$ cat src/rtl/motor_pwm_pkg.sv
// Shared types and constants for the motor PWM drive and capture blocks.
package motor_pwm_pkg;

    localparam int CMD_W      = 11;
    localparam int PERIOD_DEF = 1024;
    localparam int SYNC_DEF   = 2;

    localparam logic [CMD_W-1:0] MAG_MAX = 11'd1023;

    typedef logic signed [CMD_W-1:0] cmd_t;

    // A line held high for a whole 1024-cycle window counts 1024, one above the
    // largest representable command magnitude.
    function automatic logic [CMD_W-1:0] clamp_mag(input logic [CMD_W-1:0] cnt);
        logic [CMD_W-1:0] res;
        if (cnt > MAG_MAX) begin
            res = MAG_MAX;
        end else begin
            res = cnt;
        end
        return res;
    endfunction

endpackage

$ cat src/rtl/motor_pwm_capture_counter.sv
// One PWM line: input synchronizer plus a windowed high-time counter whose
// clamped window total is held in a register until the next window ends.
module pwm_high_counter
    import motor_pwm_pkg::*;
#(
    parameter int SYNC_STAGES = SYNC_DEF
) (
    input  logic             clk,
    input  logic             rst_n,
    input  logic             line_in,
    input  logic             wrap,
    output logic             line_sync,
    output logic [CMD_W-1:0] total
);

    logic [SYNC_STAGES-1:0] sync_r;
    logic [CMD_W-1:0]       cnt_r;
    logic [CMD_W-1:0]       total_r;

    // Synchronizer chain for the asynchronous PWM line.
    always_ff @(posedge clk or negedge rst_n) begin
        if (!rst_n) begin
            sync_r <= '0;
        end else begin
            sync_r <= {sync_r[SYNC_STAGES-2:0], line_in};
        end
    end

    assign line_sync = sync_r[SYNC_STAGES-1];

    // The wrap cycle's own sample opens the next window, so no cycle is lost.
    always_ff @(posedge clk or negedge rst_n) begin
        if (!rst_n) begin
            cnt_r <= '0;
        end else if (wrap) begin
            cnt_r <= {{(CMD_W-1){1'b0}}, line_sync};
        end else if (line_sync) begin
            cnt_r <= cnt_r + 11'd1;
        end else begin
            cnt_r <= cnt_r;
        end
    end

    // Snapshot the finished window before the counter restarts.
    always_ff @(posedge clk or negedge rst_n) begin
        if (!rst_n) begin
            total_r <= '0;
        end else if (wrap) begin
            total_r <= clamp_mag(cnt_r);
        end else begin
            total_r <= total_r;
        end
    end

    assign total = total_r;

endmodule

$ cat src/rtl/motor_pwm_capture.sv
// Reconstructs signed left/right duty commands from the four PWM drive lines
// and flags shoot-through (forward and reverse of one side high together).
module motor_pwm_capture
    import motor_pwm_pkg::*;
#(
    parameter int PERIOD      = PERIOD_DEF,
    parameter int SYNC_STAGES = SYNC_DEF
) (
    input  logic              clk,
    input  logic              rst_n,
    input  logic              fwd_lft,
    input  logic              rev_lft,
    input  logic              fwd_rht,
    input  logic              rev_rht,
    input  logic              clr_err,
    output logic [CMD_W-1:0]  lft_meas,
    output logic [CMD_W-1:0]  rht_meas,
    output logic              meas_vld,
    output logic              shoot_lft,
    output logic              shoot_rht
);

    localparam int WIN_W = (PERIOD > 1) ? $clog2(PERIOD) : 1;
    localparam logic [WIN_W-1:0] WIN_LAST = WIN_W'(PERIOD - 1);

    logic [WIN_W-1:0] win_r;
    logic             wrap_s;
    logic             calc_r;
    logic [CMD_W-1:0] tot_fl_s, tot_rl_s, tot_fr_s, tot_rr_s;
    logic             syn_fl_s, syn_rl_s, syn_fr_s, syn_rr_s;
    logic [CMD_W-1:0] lft_meas_r, rht_meas_r;
    logic             meas_vld_r;
    logic             shoot_lft_r, shoot_rht_r;

    assign wrap_s = (win_r == WIN_LAST);

    // Free-running window counter, deliberately unaligned to the PWM source.
    always_ff @(posedge clk or negedge rst_n) begin
        if (!rst_n) begin
            win_r <= '0;
        end else if (wrap_s) begin
            win_r <= '0;
        end else begin
            win_r <= win_r + WIN_W'(1);
        end
    end

    pwm_high_counter #(.SYNC_STAGES(SYNC_STAGES)) u_cnt_fl (
        .clk(clk), .rst_n(rst_n), .line_in(fwd_lft), .wrap(wrap_s),
        .line_sync(syn_fl_s), .total(tot_fl_s)
    );

    pwm_high_counter #(.SYNC_STAGES(SYNC_STAGES)) u_cnt_rl (
        .clk(clk), .rst_n(rst_n), .line_in(rev_lft), .wrap(wrap_s),
        .line_sync(syn_rl_s), .total(tot_rl_s)
    );

    pwm_high_counter #(.SYNC_STAGES(SYNC_STAGES)) u_cnt_fr (
        .clk(clk), .rst_n(rst_n), .line_in(fwd_rht), .wrap(wrap_s),
        .line_sync(syn_fr_s), .total(tot_fr_s)
    );

    pwm_high_counter #(.SYNC_STAGES(SYNC_STAGES)) u_cnt_rr (
        .clk(clk), .rst_n(rst_n), .line_in(rev_rht), .wrap(wrap_s),
        .line_sync(syn_rr_s), .total(tot_rr_s)
    );

    // Window totals land on the wrap edge; subtract them one cycle later.
    always_ff @(posedge clk or negedge rst_n) begin
        if (!rst_n) begin
            calc_r     <= 1'b0;
            meas_vld_r <= 1'b0;
            lft_meas_r <= '0;
            rht_meas_r <= '0;
        end else if (calc_r) begin
            calc_r     <= wrap_s;
            meas_vld_r <= 1'b1;
            lft_meas_r <= tot_fl_s - tot_rl_s;
            rht_meas_r <= tot_fr_s - tot_rr_s;
        end else begin
            calc_r     <= wrap_s;
            meas_vld_r <= 1'b0;
            lft_meas_r <= lft_meas_r;
            rht_meas_r <= rht_meas_r;
        end
    end

    // Sticky shoot-through flags; a fresh overlap beats a simultaneous clear.
    always_ff @(posedge clk or negedge rst_n) begin
        if (!rst_n) begin
            shoot_lft_r <= 1'b0;
            shoot_rht_r <= 1'b0;
        end else begin
            if (syn_fl_s && syn_rl_s) begin
                shoot_lft_r <= 1'b1;
            end else if (clr_err) begin
                shoot_lft_r <= 1'b0;
            end else begin
                shoot_lft_r <= shoot_lft_r;
            end
            if (syn_fr_s && syn_rr_s) begin
                shoot_rht_r <= 1'b1;
            end else if (clr_err) begin
                shoot_rht_r <= 1'b0;
            end else begin
                shoot_rht_r <= shoot_rht_r;
            end
        end
    end

    assign lft_meas  = lft_meas_r;
    assign rht_meas  = rht_meas_r;
    assign meas_vld  = meas_vld_r;
    assign shoot_lft = shoot_lft_r;
    assign shoot_rht = shoot_rht_r;

endmodule

$ cat config.mk
export PLATFORM = sky130hd
export DESIGN_NAME = motor_pwm_capture
export DESIGN_NICKNAME = d
export VERILOG_FILES = /design/src/rtl/motor_pwm_pkg.sv /design/src/rtl/motor_pwm_capture_counter.sv /design/src/rtl/motor_pwm_capture.sv
export SDC_FILE = /design/constraint.sdc
export NUM_CORES = 1
export LEC_CHECK = 0
export CAP_MARGIN = 15
export CORE_MARGIN = 2
export CORE_UTILIZATION = 56
export DETAILED_ROUTE_END_ITERATION = 16
export PLACE_DENSITY = 0.72
export SYNTH_ARGS = -nofsm -noshare
export SYNTH_HDL_FRONTEND = slang
export SYNTH_SLANG_ARGS = --single-unit
$ cat constraint.sdc
create_clock -name clk -period 6.8 [get_ports clk]
set_clock_uncertainty 0.15 [all_clocks]
set_input_delay 1.36 -clock clk [delete_from_list [all_inputs] [get_ports clk]]
set_output_delay 1.36 -clock clk [all_outputs]
set_load 0.05 [all_outputs]
==> impl_metrics.env <==
export IMPL_status="finished clean"
export IMPL_io_buffers=31
export IMPL_dr_wl_met2_um=5590
export IMPL_grt_usage_pct=21.6
export IMPL_p_per_area_nw_per_um2=300
export IMPL_r2r_cells=7
export IMPL_vias=4264
export IMPL_tightestPinTransition_ns=0.935
export IMPL_cts_tree="built"
export IMPL_hold_path_class="register to register"
export IMPL_insertion_delay_ns=0.52
export IMPL_drive_gt1_share_pct=8.74
export IMPL_drtPass1Iterations=5
export IMPL_grt_max_degree=91
export IMPL_die_w_um=109
export IMPL_numCtsBuffers=17
export IMPL_end_kind="output port"
export IMPL_pin_count=32
export IMPL_hold_start="u_cnt_rr.sync_r[0]"
export IMPL_final_util_pct=66.8
export IMPL_slew_violations=0
export IMPL_top_layer_used="met4"
export IMPL_core_area_um2=10800
export IMPL_postCtsSetupBuffers=0
export IMPL_peakVddDrop_uv=145
export IMPL_setup_tns_ns=0
export IMPL_required_ns=5.29
export IMPL_syn_nets=617
export IMPL_crit_chain="clkdlybuf4s50_1"
export IMPL_wl_um=11700
export IMPL_synth_seq_area_share_pct=53.1
export IMPL_synth_top_area_cell="dfrtp_1"
export IMPL_drt_iter0_drc=292
export IMPL_die_area_um2=12000
export IMPL_area_delta_synth_final_pct=16.5
export IMPL_postCtsHoldBufs=0
export IMPL_clock_sinks=132
export IMPL_rr_startpoint="win_r[0]"
export IMPL_hpwl_um=7820
export IMPL_clock_path_buffers=2
export IMPL_multi_input_area_um2=2670
export IMPL_cts_clk_slew_worst_paths_ns=0.06
export IMPL_synth_top_area_share_pct=53.1
export IMPL_wl_met3_um=470
export IMPL_seqCellArea_um2=3300
export IMPL_finalCriticalPeriod_ns=3.18
export IMPL_diodes=0
export IMPL_via_per_inst=5.54
export IMPL_netlist_area_um2=6220
export IMPL_synth_cells=583
export IMPL_post_drt_wl_per_cell_um=15.3
export IMPL_grt_overflow_total=0
export IMPL_post_route_drc_count=0
export IMPL_yosysMostFrequentCell="dfrtp_1"
export IMPL_cp_data_arrival_time_ns=1.67
export IMPL_num_fill_cells=825
export IMPL_power_leakage_nw=3.24
export IMPL_met1_length_um=5610
export IMPL_holdPathStages=0
export IMPL_grt_pass1_vias=4225
export IMPL_synthTopCellsByArea="dfrtp_1 (53%), nor2_1 (5.6%), ha_1 (5.0%), xor2_1 (4.6%), xnor2_1 (4.1%)"
export IMPL_ys_types=39
export IMPL_drv_cap=0
export IMPL_synth_seq_cells=132
export IMPL_syn_area_per_cell_um2=10.7
export IMPL_start_kind="register"
export IMPL_rsz0062_at_grt="no"
export IMPL_synth_common_cells="dfrtp_1 (132), nor2_1 (92), a21oi_1 (35)"
export IMPL_slew_limit_headroom_pct=37.6
export IMPL_gp_congestion=0.803
export IMPL_synth_edf_count=0
export IMPL_yosysWarnings=0
export IMPL_postRouteAntennaNets=0
export IMPL_critPathKind="register to output port"
export IMPL_synthArstFlopShare_pct=100
export IMPL_fmax_ghz=0.314
export IMPL_fin_nets=650
export IMPL_cts_max_level=4
export IMPL_grt_pass1_wl_um=20100
export IMPL_crit_start="shoot_rht"
export IMPL_ctsResizeCount=0
export IMPL_rows=38
export IMPL_initial_core_util_pct=57.4
export IMPL_synth_ff_type="dfrtp_1"
export IMPL_period_share_pct=46.8
export IMPL_crit_fanout=2
export IMPL_antenna_found_initial=0
export IMPL_path_buf_inv=1
export IMPL_slowest_stage="clkdlybuf4s50_1"
export IMPL_finalSetupViolCount=0
export IMPL_cts_root_buffer="clkbuf_8"
export IMPL_critPathTopFamily="buffers and inverters"
export IMPL_cp_depth=1
export IMPL_slowest_delay_ns=0.81
export IMPL_fp_dieH_um=109
export IMPL_hold_violations=0
[power breakdown]
| group | internal (mW) | total [mW] | switching, mW | leakage, nW |
|---|---|---|---|---|
| Sequential | 0.867 | 0.982 | 0.115 | 1.76 |
| Clock | 0.642 | 0.963 | 0.321 | 0.314 |
| Combinational | 0.0999 | 0.227 | 0.127 | 1.16 |
| Total | 1.61 | 2.17 | 0.563 | 3.24 |
[layout make-up]
class	instances	area share, %
tap	140	2.42
inverter	29	1.50
clock inverter	9	2.04
multi-input combinational	402	36.9
timing repair buffer	34	4.89
clock buffer	23	6.72
sequential	132	45.6
[state kept, by name, summed over array words and instances, names as in the netlist, 2 cells and up]
signal           cells
u_cnt_fl.total      11
u_cnt_rl.total      11
u_cnt_fl.sync_r      2
u_cnt_rr.total      11
win_r               10
u_cnt_fr.sync_r      2
u_cnt_rr.sync_r      2
u_cnt_fl.cnt_r      11
u_cnt_rr.cnt_r      11
u_cnt_fr.cnt_r      11
u_cnt_fr.total      11
lft_meas            11
u_cnt_rl.sync_r      2
u_cnt_rl.cnt_r      11
rht_meas            11
[cell families (layout without fill, tap and decap cells)]
group	after synthesis	after routing	share of synthesized area (%)
muxes	17	17	2.98
adders and majority gates	27	27	5.68
buffers and inverters	49	95	3.92
AOI/OAI and AO/OA	104	104	10.7
and+or+nand+nor	192	192	14.8
xor gates and xnor gates	62	62	8.73
DFF	132	132	53.1
[per-stage QoR]
step	hold WS (ns)	instances	power [mW]	worst slack, ns	cell area, um2
2_1_floorplan	0.181	583	1.13	4.52	6220
3_3_place_gp	0.183	736	1.20	3.86	6580
5_1_grt	0.203	769	2.27	3.54	7250
4_1_cts	0.200	768	2.19	3.60	7220
6_report	0.198	769	2.17	3.62	7250
3_5_place_dp	0.186	736	1.21	3.82	6580
[path summary, 6_finish.rpt]
kind | to | slack [ns]
min in group asynchronous | u_cnt_fl.cnt_r[2] | 0.61
setup / recovery | shoot_rht | 3.62
hold / removal | u_cnt_rr.sync_r[1] | 0.20
max in group asynchronous | u_cnt_rl.total[7] | 4.88
setup reg to reg | u_cnt_fl.total[3] | 3.84
hold reg to reg | u_cnt_rr.sync_r[1] | 0.20
[layout by cell type, fill, tap and decap left out, types with 6 or more instances in the layout]
master and n:
a21oi_1 35, and3_1 6, clkbuf_16 16, clkbuf_8 6
clkdlybuf4s50_1 30, dfrtp_1 132, ha_1 25, inv_1 28
mux2_2 12, nand2_1 29, nand2b_1 9, nand3_1 11
nand4_1 18, nor2_1 92, nor2b_1 7, o21ai_0 33
o22a_1 17, or3_1 8, xnor2_1 29, xor2_1 33
[per-layer routing]
metal	up-vias	global-route usage (%)
li1	2070	-
met5	-	0
met1	2104	30.4
met4	0	6.42
met3	8	5.28
met2	82	33.5
Power figures use the tool's default switching activity.
